`config.mk`:
```
export PLATFORM = sky130hd
export DESIGN_NAME = alu_instr_sequencer
export DESIGN_NICKNAME = d
export VERILOG_FILES = /design/src/rtl/seq_pkg.sv /design/src/rtl/instr_fifo.sv /design/src/rtl/alu_instr_sequencer.sv
export SDC_FILE = /design/constraint.sdc
export NUM_CORES = 1
export LEC_CHECK = 0
export CORE_MARGIN = 2
export CORE_UTILIZATION = 50
export DETAILED_ROUTE_END_ITERATION = 16
export PLACE_DENSITY = 0.87
export SLEW_MARGIN = 15
export SYNTH_ARGS = -nofsm -noshare
export SYNTH_HDL_FRONTEND = slang
export SYNTH_SLANG_ARGS = --single-unit
```
`constraint.sdc`:
```
create_clock -name clk -period 2.3 [get_ports clk]
set_input_delay 0.345 -clock clk [delete_from_list [all_inputs] [get_ports clk]]
set_output_delay 0.345 -clock clk [all_outputs]
set_load 0.01 [all_outputs]
```
`src/rtl/seq_pkg.sv`:
```
// rtl/seq_pkg.sv - shared state encoding, instruction field layout and ALU funct codes
package seq_pkg;

  typedef enum logic [1:0] {
    S_IDLE   = 2'd0,
    S_DECODE = 2'd1,
    S_EXEC   = 2'd2
  } state_t;

  // Bit positions of the R-type fields inside the 32-bit instruction word
  localparam int RS_LSB    = 21;
  localparam int RT_LSB    = 16;
  localparam int RD_LSB    = 11;
  localparam int SHAMT_LSB = 6;
  localparam int FUNCT_LSB = 0;

  // Function codes understood by the ALU
  localparam logic [5:0] FUNCT_SLL = 6'h00;
  localparam logic [5:0] FUNCT_SRL = 6'h02;
  localparam logic [5:0] FUNCT_ADD = 6'h20;
  localparam logic [5:0] FUNCT_SUB = 6'h22;
  localparam logic [5:0] FUNCT_AND = 6'h24;
  localparam logic [5:0] FUNCT_OR  = 6'h25;
  localparam logic [5:0] FUNCT_XOR = 6'h26;
  localparam logic [5:0] FUNCT_SLT = 6'h2A;

  // Decoded R-type fields; the opcode is never stored
  typedef struct packed {
    logic [4:0] rs;
    logic [4:0] rt;
    logic [4:0] rd;
    logic [4:0] shamt;
    logic [5:0] funct;
  } instr_t;

  function automatic instr_t decode_instr(input logic [25:0] w);
    instr_t f;
    f.rs    = w[RS_LSB+:5];
    f.rt    = w[RT_LSB+:5];
    f.rd    = w[RD_LSB+:5];
    f.shamt = w[SHAMT_LSB+:5];
    f.funct = w[FUNCT_LSB+:6];
    return f;
  endfunction

endpackage

```
`src/rtl/instr_fifo.sv`:
```
// rtl/instr_fifo.sv - synchronous FIFO holding decoded instructions
module instr_fifo #(
  parameter int DEPTH = 4,
  parameter int W     = 26
) (
  input  logic                       clk,
  input  logic                       reset,
  input  logic                       push,
  input  logic [W-1:0]               wdata,
  input  logic                       pop,
  output logic [W-1:0]               rdata,
  output logic                       full,
  output logic                       empty,
  output logic [$clog2(DEPTH):0]     count
);

  localparam int AW = $clog2(DEPTH);

  logic [W-1:0]  mem [DEPTH];
  logic [AW-1:0] wr_ptr;
  logic [AW-1:0] rd_ptr;
  logic          do_push;
  logic          do_pop;

  // A full FIFO refuses a push even when the same cycle pops
  assign full    = (count == (AW+1)'(DEPTH));
  assign empty   = (count == '0);
  assign do_push = push & ~full;
  assign do_pop  = pop & ~empty;
  assign rdata   = mem[rd_ptr];

  // Storage array write; no reset needed since count gates every read
  always_ff @(posedge clk) begin
    if (do_push) mem[wr_ptr] <= wdata;
  end

  // Pointer and occupancy bookkeeping; pointers wrap naturally at DEPTH
  always_ff @(posedge clk) begin
    if (reset) begin
      wr_ptr <= '0;
      rd_ptr <= '0;
      count  <= '0;
    end else begin
      if (do_push) wr_ptr <= wr_ptr + 1'b1;
      if (do_pop)  rd_ptr <= rd_ptr + 1'b1;
      case ({do_push, do_pop})
        2'b10:   count <= count + 1'b1;
        2'b01:   count <= count - 1'b1;
        default: count <= count;
      endcase
    end
  end

endmodule

```
`src/rtl/alu_instr_sequencer.sv`:
```
// rtl/alu_instr_sequencer.sv - sequences regbank reads, ALU op and writeback per R-type instruction
module alu_instr_sequencer
  import seq_pkg::*;
#(
  parameter int FIFO_DEPTH = 4,
  parameter int DATA_W     = 32,
  parameter int RADDR_W    = 5
) (
  input  logic               clk,
  input  logic               reset,
  input  logic               in_valid,
  input  logic [31:0]        in_instr,
  output logic               in_ready,
  output logic [RADDR_W-1:0] rf_rs,
  output logic [RADDR_W-1:0] rf_rt,
  output logic [RADDR_W-1:0] rf_rd,
  output logic               rf_we,
  output logic [4:0]         alu_shamt,
  output logic [5:0]         alu_funct,
  input  logic [DATA_W-1:0]  alu_result,
  output logic               res_valid,
  output logic [DATA_W-1:0]  res_data,
  output logic [RADDR_W-1:0] res_rd,
  output logic               busy
);

  state_t   state;
  instr_t   cur;
  instr_t   fifo_rdata;
  logic     fifo_full;
  logic     fifo_empty;
  logic     fifo_pop;
  logic     unused_opcode;
  logic [$clog2(FIFO_DEPTH):0] unused_fifo_count;

  // Opcode bits are deliberately ignored: every word is treated as R-type
  assign unused_opcode = ^in_instr[31:26];

  // Pop exactly when the FSM latches a new instruction
  assign fifo_pop = (state == S_IDLE || state == S_EXEC) && !fifo_empty;

  instr_fifo #(
    .DEPTH (FIFO_DEPTH),
    .W     ($bits(instr_t))
  ) u_fifo (
    .clk   (clk),
    .reset (reset),
    .push  (in_valid),
    .wdata (decode_instr(in_instr[25:0])),
    .pop   (fifo_pop),
    .rdata (fifo_rdata),
    .full  (fifo_full),
    .empty (fifo_empty),
    .count (unused_fifo_count)
  );

  assign in_ready  = ~fifo_full;
  assign busy      = (state != S_IDLE) || !fifo_empty;
  assign rf_rs     = RADDR_W'(cur.rs);
  assign rf_rt     = RADDR_W'(cur.rt);
  assign rf_rd     = RADDR_W'(cur.rd);
  assign alu_shamt = cur.shamt;
  assign alu_funct = cur.funct;
  // Write strobe comes straight from state; reset suppresses the in-flight write
  assign rf_we     = (state == S_EXEC) && !reset;

  // Main sequencer: IDLE -> DECODE -> EXEC, chaining EXEC -> DECODE when work is queued
  always_ff @(posedge clk) begin
    if (reset) begin
      state     <= S_IDLE;
      cur       <= '0;
      res_valid <= 1'b0;
      res_data  <= '0;
      res_rd    <= '0;
    end else begin
      res_valid <= 1'b0;
      case (state)
        S_IDLE: begin
          if (!fifo_empty) begin
            cur   <= fifo_rdata;
            state <= S_DECODE;
          end
        end
        S_DECODE: begin
          state <= S_EXEC;
        end
        S_EXEC: begin
          res_valid <= 1'b1;
          res_data  <= alu_result;
          res_rd    <= RADDR_W'(cur.rd);
          if (!fifo_empty) begin
            cur   <= fifo_rdata;
            state <= S_DECODE;
          end else begin
            state <= S_IDLE;
          end
        end
        default: state <= S_IDLE;
      endcase
    end
  end

endmodule

```
# After elaboration in Yosys (flattened, before gate mapping)
# Memory sizes are Yosys's and may differ from the RTL's. A register that Yosys moved wholly into a read port is not among the register bits.
# Index checks and enable logic that the tools add are counted.
[totals]
reg_bits = 47
ramBits = 104
in_bits = 67
out_inout_bits = 67
word_cells = 41
memories = 1
[memory_table]
columns = ["memory", "words", "width", "rd", "rd_clocked_by_memory_dff", "wr", "line", "text"]
rows = [
  ["u_fifo.mem", 4, 26, 1, 1, 1, "instr_fifo.sv:19", "logic [W-1:0] mem [DEPTH];"],
]
[op_classes]
n_addsub = 4
eq_ne = 6
n_mux = 7
n_bitwise = 4
reduce_logical = 12
[op_table]
columns = ["cell", "count"]
rows = [
  ["$pmux W2 S3", 1],
  ["$pmux W3 S2", 1],
  ["$add A2 B1 Y2 const B", 2],
  ["$eq A2 B1 Y1 const B", 2],
  ["$eq A2 B2 Y1 const B", 2],
  ["$mux W1", 4],
  ["$reduce_bool A2 Y1", 2],
  ["$add A3 B1 Y3 const B", 1],
  ["$eq A3 B3 Y1 const B", 1],
  ["$logic_not A3 Y1", 1],
  ["$sub A3 B1 Y3 const B", 1],
  ["$and A1 B1 Y1", 2],
  ["$logic_and A1 B1 Y1", 2],
  ["$logic_not A1 Y1", 2],
  ["$logic_not A2 Y1", 1],
  ["$logic_or A1 B1 Y1", 2],
  ["$mux W2", 1],
  ["$ne A2 B2 Y1 const B", 1],
  ["$not A1 Y1", 2],
  ["$reduce_and A2 Y1", 1],
  ["$reduce_or A2 Y1", 1],
]

# Logic depth before layout (Yosys ltp)
# Gate-level depths: netlist (run 1).
[logic_depth]
ltp_word = 6
ltp_mapped = 8
ltp_nobuf = 7

# By module
# Synthesis (run 1) repeated with hierarchy kept, for this count alone.
[unflattened]
hier_cells = 481
hier_area_um2 = 7090.6
[by_module_without_submodules]
columns = ["module", "n_inst", "cells_per_inst", "area_each_um2", "seq_area_each_um2"]
rows = [
  ["instr_fifo", 1, 190, 4272.8, 3303.2],
  ["alu_instr_sequencer", 1, 291, 2817.7, 1321.3],
]

# Least setup slack after synthesis (run 1)
# Ideal clock, no wire load.
[synth_path]
path_kind = "register -> register"
start = "register u_fifo.count[0]"
end = "register u_fifo.count[2]"
arrival_time_ps = 1926
required_ps = 2230
slack_ps = 304
path_stages_with_launch = 8
n_path_buf = 0
period_less_slack_ps = 1996
cell_sequence = "dfxtp_1 nor3_1 nor2_1 ha_1 fa_1 xnor2_1 or3_1 a21oi_1"
[synth_between]
elab_chain_cells = 6
elab_cells_between_ends = 14
[synth_rtl]
columns = ["item", "line", "text"]
rows = [
  ["start, declared", "instr_fifo.sv:14", "output logic [$clog2(DEPTH):0] count"],
  ["start signal, assigned", "instr_fifo.sv:47", "2'b10: count <= count + 1'b1;"],
  ["start signal, assigned", "instr_fifo.sv:48", "2'b01: count <= count - 1'b1;"],
  ["start signal, assigned", "instr_fifo.sv:49", "default: count <= count;"],
  ["$logic_not A3 Y1 *", "instr_fifo.sv:27", "assign empty = (count == '0);"],
  ["$logic_not A1 Y1 *", "--", ""],
  ["$logic_and A1 B1 Y1 *", "alu_instr_sequencer.sv:40", "assign fifo_pop = (state == S_IDLE || state == S_EXEC) && !fifo_empty;"],
  ["named net fifo_pop", "alu_instr_sequencer.sv:32", "logic fifo_pop;"],
  ["$and A1 B1 Y1 *", "instr_fifo.sv:29", "assign do_pop = pop & ~empty;"],
  ["$eq A2 B1 Y1 or $eq A2 B2 Y1 (tied branches)", "instr_fifo.sv:46", "case ({do_push, do_pop})"],
  ["$pmux W3 S2 or $reduce_bool A2 Y1 (tied branches)", "--", ""],
]
# The timed path passes the listed nets; every way through them passes the cells marked *.
# A chain may end at the register's enable or synchronous reset.

# Final worst setup path (run 1)
[layout_path]
start = "register u_fifo.count[0]"
end = "output port in_ready"
[layout_between]
elab_chain_cells = 2
[layout_rtl]
columns = ["item", "line", "text"]
rows = [
  ["$eq A3 B3 Y1", "instr_fifo.sv:26", "assign full = (count == (AW+1)'(DEPTH));"],
  ["$not A1 Y1", "alu_instr_sequencer.sv:57", "assign in_ready = ~fifo_full;"],
  ["end, declared", "alu_instr_sequencer.sv:13", "output logic in_ready,"],
]
# No other way between the ends.

==> metrics.md, run 1 <==
| Metric | Value |
|---|---|
| Die X | `116.7 um` |
| Via count | `3848` |
| Clock Skew | `0.009819 ns` |
| Inserted Diodes | `0` |
| DP Cell Count | `702` |
| Final Core Density | `67.87%` |
| Setup WS post-layout | `0.07944 ns` |
| Post-DP Area | `7909 um^2` |
| Crit path DAT | `1.88 ns` |
| Setup crit start | `u_fifo.count[0]` |
| CP max FO | `9` |
| # DRC | `0` |
| Final Instance Area | `8496 um^2` |
| DPL Wire Length | `8.298 mm` |
| Detail Route Antenna Nets | `0` |
| CTS Sinks | `177` |
| CP Buf/Inv Count | `2` |
| Critical Path RT | `1.96 ns` |
| Setup Crit Path Kind | `register to output port` |
| Reg-to-Reg End | `u_fifo.count[2]` |
| Starting Density | `50.71%` |
| # setup viols final | `0` |
| Die height | `116.7 um` |
| # Max-Cap Violations | `0` |
| Vias per cell | `5.243` |
| Peak supply drop | `0.6899 mV` |
| Initial antenna violation count | `0` |
| Asr flop ratio synth | `0%` |
| Die area | `13610 um^2` |
| Placer Congestion | `0.7419` |
| Total grt overflow | `0` |
| Slew Viols, Final | `0` |
| TNS Setup | `0 ns` |
| Synth top area share | `49.20%` |
| FP Rows | `41` |
| Postcts setup bufs | `0` |
| Slew headroom | `60.37%` |
| Net Sw Power | `2.543 mW` |
| Synth top cells by count | `edfxtp_1 (104), nand2_1 (75), dfxtp_1 (73)` |
| Syn Area/Cell | `15.41 um^2` |
| Crit-path max cell delay | `0.49 ns` |
| CTS tree | `yes` |
| Layout Nets | `622` |
| Internal | `6.962 mW` |
| Stages on worst setup path | `3` |
| Reg power frac | `44.1%` |
| First-pass GRT wire length | `19.58 mm` |
| Count leader, synth | `edfxtp_1` |
| Clk root buf | `clkbuf_16` |
| Top cells by area, synth | `edfxtp_1 (49%), dfxtp_1 (23%), mux4_2 (9.2%)` |
| Mapped Nets | `485` |
| Hold Path Class | `input port to register` |
| Max stage delay cell, worst path | `clkdlybuf4s50_1` |
| FMAX | `450.3 MHz` |
| Worst-Margin Slew | `0.5925 ns` |
| I/O Pins | `134` |
| GRT Total Usage | `19.71%` |
| DP Worst Slack | `0.06293 ns` |
| Comb pwr share | `26.0%` |
| Min cycle time layout | `2.221 ns` |
| Critical path destination | `in_ready` |
| Clock Path Buffers | `2` |
| Mapped Area | `6347 um^2` |
| Crit-path cells | `or3b_1 -> buf_4 -> clkdlybuf4s50_1` |
| Seq/Total Area, Yosys | `72.23%` |
| H-tree Lvls | `4` |
| Cell taking the most area after synthesis | `edfxtp_1` |
| Layout Cells excl Fill | `734` |
| Clock latency on the worst-skew pair | `0.42 ns` |
| First drt pass iteration count | `4` |
| Ys flop type | `edfxtp_1` |
| Crit-path leading delay family | `buffers and inverters` |
| IO buf count | `127` |
| Worst setup SP type | `register` |
| Setup slack, reg-to-reg | `0.18 ns` |
| Unrepaired setup endpoints after global routing | `no` |
| Syn-to-layout area delta | `33.85%` |
| Iteration-0 DRC Markers | `197` |
| CP Capture Type | `output port` |
| Syn Inst Count | `412` |
| Tcrit/Tclk final | `96.55%` |
| WL final | `12.86 mm` |
| R2r startpoint | `u_fifo.count[0]` |
| Synth unique cells | `33` |
| Largest net degree at the start of global routing | `39` |
| Syn. warnings | `0` |
| Core Area | `12520 um^2` |
| Clk network pwr share | `30.0%` |
| Seq cells post-synth | `177` |
| Via count of the first global-routing pass | `3850` |
| Hold Fails Final Rpt | `0` |
| Layout cells sized above 1 | `17.26%` |
| Number of enable flip-flop cells after synthesis | `104` |
| Worst-path clk slew | `0.06 ns` |
| Net Sw Frac | `26.75%` |
| Worst-case reg-to-reg path depth | `7` |
| PwrDens | `1119 nW/um^2` |
| Fillers | `882` |
| Leakage | `2.883 nW` |
| Routed len/inst | `17.51 um` |
| Status | `finished, final reports clean` |
| Num CTS Buffers | `17` |
-- stage by stage --
step	power (mW)	hold WS (ns)
2_1_floorplan	5.537	0.4346
3_3_place_gp	6.663	0.4425
3_5_place_dp	6.750	0.4500
4_1_cts	9.600	0.2969
5_1_grt	9.951	0.3121
6_report	9.505	0.3155
-- final cells by class --
cell class,count,area [um^2],share of cell area [%]
clock inverters,11,137.6,1.620
multi-input cells,206,1632,19.20
inverters,4,15.01,0.1767
well taps,172,215.2,2.533
flip-flops and latches,177,4586,53.98
clock buffers,21,450.4,5.302
repair buffers,143,1460,17.19
-- state kept, by name, indices dropped and copies added, names as in the netlist --
| name | count |
|---|---|
| u_fifo.mem | 104 |
| u_fifo.wr_ptr | 2 |
| alu_funct | 6 |
| res_data | 32 |
| u_fifo.rd_ptr | 2 |
| res_rd | 5 |
| state | 2 |
| rf_rs | 5 |
| u_fifo.count | 3 |
| rf_rd | 5 |
| rf_rt | 5 |
| res_valid | 1 |
| alu_shamt | 5 |
-- worst min-delay path by stage --
stage	to	depth (start not counted)	slack [ns]	startpoint
4_1_cts	u_fifo.count[0]	2	0.30	reset
3_5_place_dp	res_data[16]	2	0.45	res_data[16]
5_1_grt	u_fifo.wr_ptr[1]	2	0.31	reset
2_1_floorplan	state[1]	1	0.43	state[1]
3_3_place_gp	res_data[2]	2	0.44	res_data[2]
6_report	u_fifo.count[0]	2	0.32	reset
-- repair_timing --
action	in CTS	in global routing
gates resized for setup	1	0
hold buffers	0	0
hold endpoints to repair	0	0
endpoints found under the setup margin	1	0
-- worst register-to-register path: stages (launching register included) --
cell,delay (ns)
dfxtp_1,0.36
nor3_1,0.28
nor2_1,0.10
ha_1,0.26
fa_1,0.38
xnor2_1,0.14
or3_1,0.32
a21oi_1,0.19
-- power by group through the flow --
stage                     Combinational (mW)  Sequential, mW  Clock (mW)
after floorplan                         1.27            4.27           0
after global placement                  2.44            4.22           0
after detailed placement                2.50            4.25           0
after CTS                               2.51            4.19        2.90
after global routing                    2.66            4.25        3.05
final                                   2.47            4.19        2.85
-- placed cells by master (no fill, tap or decap), drive strengths merged, types with 6 or more instances in the layout --
| master | synthesis | routed |
|---|---|---|
| nor2 | 6 | 6 |
| clkbuf | 7 | 21 |
| mux4 | 26 | 26 |
| a22o | 26 | 26 |
| edfxtp | 104 | 104 |
| buf | 18 | 17 |
| clkdlybuf4s50 | 0 | 125 |
| a21oi | 42 | 42 |
| dfxtp | 73 | 73 |
| nand2 | 75 | 75 |
-- routing by layer --
metal  routed length, um  share of wire [%]  up-vias  global-route usage (%)
met4                 129                1.0        0                   8.157
met1                5054                 39     1873                   22.55
met3                1246                9.7       12                   6.383
met2                6425                 50      156                   34.34
met5                   0                  0        -                       0
li1                    -                  -     1807                       -
-- cells by family after synthesis --
group	Yosys count	share of synthesized area (%)
adder cells (fa/ha/maj)	6	1.301
multiplexers	27	9.383
AO/OA/AOI/OAI	74	8.141
XOR/XNOR	2	0.2760
AND/OR/NAND/NOR	97	6.466
buffers and inverters	29	2.208
flip-flops	177	72.23
Power figures use the tool's default switching activity.
==> inputs of run 2 (changes only) <==
--- a/config.mk
+++ b/config.mk
@@ -6,9 +6,9 @@
 export NUM_CORES = 1
 export LEC_CHECK = 0
 export CORE_MARGIN = 2
-export CORE_UTILIZATION = 50
+export CORE_UTILIZATION = 54
 export DETAILED_ROUTE_END_ITERATION = 16
-export PLACE_DENSITY = 0.87
+export PLACE_DENSITY = 0.92
 export SLEW_MARGIN = 15
 export SYNTH_ARGS = -nofsm -noshare
 export SYNTH_HDL_FRONTEND = slang
==> constraint.sdc (replaced) <==
create_clock -name clk -period 2.8 [get_ports clk]
set_input_delay 0.42 -clock clk [delete_from_list [all_inputs] [get_ports clk]]
set_output_delay 0.42 -clock clk [all_outputs]
set_load 0.01 [all_outputs]
==> run 2 against run 1 <==
Compared with the run above: sequential power shrank 17%; worst setup slack improved by 0.27 ns; critical endpoint is now busy; largest power group unchanged; clock skew is 0.0012 ns higher; via count shrank 0.10%; cell count is 4.5% lower; highest routed layer unchanged; global-route usage up 1.6 points; critical path depth is the same; largest cell class unchanged.
==> metrics.md, run 2 (synthesized netlist as in run 1, its figures left out) <==
| Metric | Value |
|---|---|
| Status | `finished, final reports clean` |
| CTS Sinks | `177` |
| Starting Density | `55.35%` |
| First-pass GRT wire length | `20.21 mm` |
| PwrDens | `908.6 nW/um^2` |
| Via count of the first global-routing pass | `3984` |
| Worst-path clk slew | `0.06 ns` |
| Comb pwr share | `26.1%` |
| Slew headroom | `41.00%` |
| Final Core Density | `72.36%` |
| Peak supply drop | `0.4348 mV` |
| Largest net degree at the start of global routing | `39` |
| DPL Wire Length | `8.259 mm` |
| Layout cells sized above 1 | `16.13%` |
| Net Sw Power | `2.079 mW` |
| Net Sw Frac | `27.58%` |
| Die X | `112.4 um` |
| Min cycle time layout | `2.454 ns` |
| # setup viols final | `0` |
| Tcrit/Tclk final | `87.63%` |
| CP Capture Type | `output port` |
| Crit path DAT | `2.03 ns` |
| Most flop-heavy register | `u_fifo.mem` |
| Layout Nets | `618` |
| Clk network pwr share | `28.1%` |
| Post-CTS Hold Fix Bufs | `0` |
| Via count | `3844` |
| Internal | `5.460 mW` |
| Vias per cell | `5.484` |
| Commonest non-fill, non-tap cell in the layout | `clkdlybuf4s50_1` |
| I/O Pins | `134` |
| FMAX | `407.6 MHz` |
| Clk root buf | `clkbuf_16` |
| TNS Setup | `0 ns` |
| Die height | `112.4 um` |
| Initial antenna violation count | `0` |
| Post-DP Area | `7767 um^2` |
| CTS tree | `yes` |
| GRT Total Usage | `21.30%` |
| Clock latency on the worst-skew pair | `0.42 ns` |
| # DRC | `0` |
| Clock Skew | `0.01098 ns` |
| Critical Path RT | `2.38 ns` |
| Final Instance Area | `8298 um^2` |
| WL final | `13.01 mm` |
| Hold Path Class | `input port to register` |
| Worst-Margin Slew | `0.8831 ns` |
| Detail Route Antenna Nets | `0` |
| Post-CTS sizing | `0` |
| Unrepaired setup endpoints after global routing | `no` |
| Die area | `12640 um^2` |
| Syn-to-layout area delta | `30.73%` |
| IO buf count | `127` |
| Hold Fails Final Rpt | `0` |
| Clock Path Buffers | `2` |
| Postcts setup bufs | `0` |
| Routed len/inst | `18.56 um` |
| # Max-Cap Violations | `0` |
| CP max FO | `5` |
| Worst setup SP type | `register` |
| Reg power frac | `45.8%` |
| Leakage | `2.804 nW` |
| Num CTS Buffers | `17` |
| FP Rows | `39` |
| H-tree Lvls | `4` |
| Total grt overflow | `0` |
| Setup Crit Path Kind | `register to output port` |
| Inserted Diodes | `0` |
| Core Area | `11470 um^2` |
| Placer Congestion | `0.8788` |
| Max reg flops | `104` |
| First drt pass iteration count | `5` |
| Slew Viols, Final | `0` |
| Most frequent cells in the layout | `clkdlybuf4s50_1 (126), edfxtp_1 (104), nand2_1 (75)` |
| Power consumption | `7.539 mW` |
| Iteration-0 DRC Markers | `311` |
-- run 2: changes by cell type in the layout (fill, tap and decap cells not counted), moves of 2 or more --
cell / before / now
buf_12: 6 / 0
clkinvlp_4: 2 / 4
clkinv_1: 1 / 4
buf_4: 10 / 12
bufinv_16: 3 / 1
clkinv_2: 4 / 2
-- run 2: area by class of cell --
cell class	count	area [um^2]
Tap cell	143	178.9
Timing Repair Buffer	139	1356
Fill cell	716	3169
Clock buffer	20	436.7
Clock inverter	12	93.84
Sequential cell	177	4586
Inverter	4	15.01
Multi-Input combinational cell	206	1632
-- run 2: per-layer routing --
layer  track usage [%]  vias to the layer above  share of wire (%)
li1                  -                     1795                  -
met1             24.17                     1868                 39
met5                 0                        -                  0
met4             8.455                        0                1.7
met3             6.587                       24                7.2
met2             37.71                      157                 52
-- run 2: power groups by stage --
stage	Sequential, mW	Combinational (mW)	Clock, mW
2_1_floorplan	3.51	1.04	0
3_3_place_gp	3.47	1.90	0
3_5_place_dp	3.50	1.97	0
4_1_cts	3.46	1.98	2.17
5_1_grt	3.51	2.10	2.27
6_report	3.46	1.97	2.12
-- run 2: final timing paths --
check                           slack (ns)             from  depth (start not counted)              end
worst min-delay path                  0.38            reset                          2        res_rd[0]
worst max-delay path                  0.35  u_fifo.count[0]                          3             busy
worst max register to register        0.62  u_fifo.count[0]                          7  u_fifo.count[2]
worst min register to register        0.45        res_rd[2]                          2        res_rd[2]
-- run 2: metrics by stage --
stage	hold WS, ns	worst slack, ns	instances
2_1_floorplan	0.4346	0.8036	412
3_3_place_gp	0.4417	0.4482	669
3_5_place_dp	0.4478	0.3839	669
4_1_cts	0.3646	0.3177	701
5_1_grt	0.3949	0.2840	701
6_report	0.3845	0.3463	701
-- run 2: worst max-delay path, stage by stage (launching register included) --
cell and delay, ns:
dfxtp_1 0.37, or3_4 0.43, or3_1 0.31, clkdlybuf4s50_1 0.50
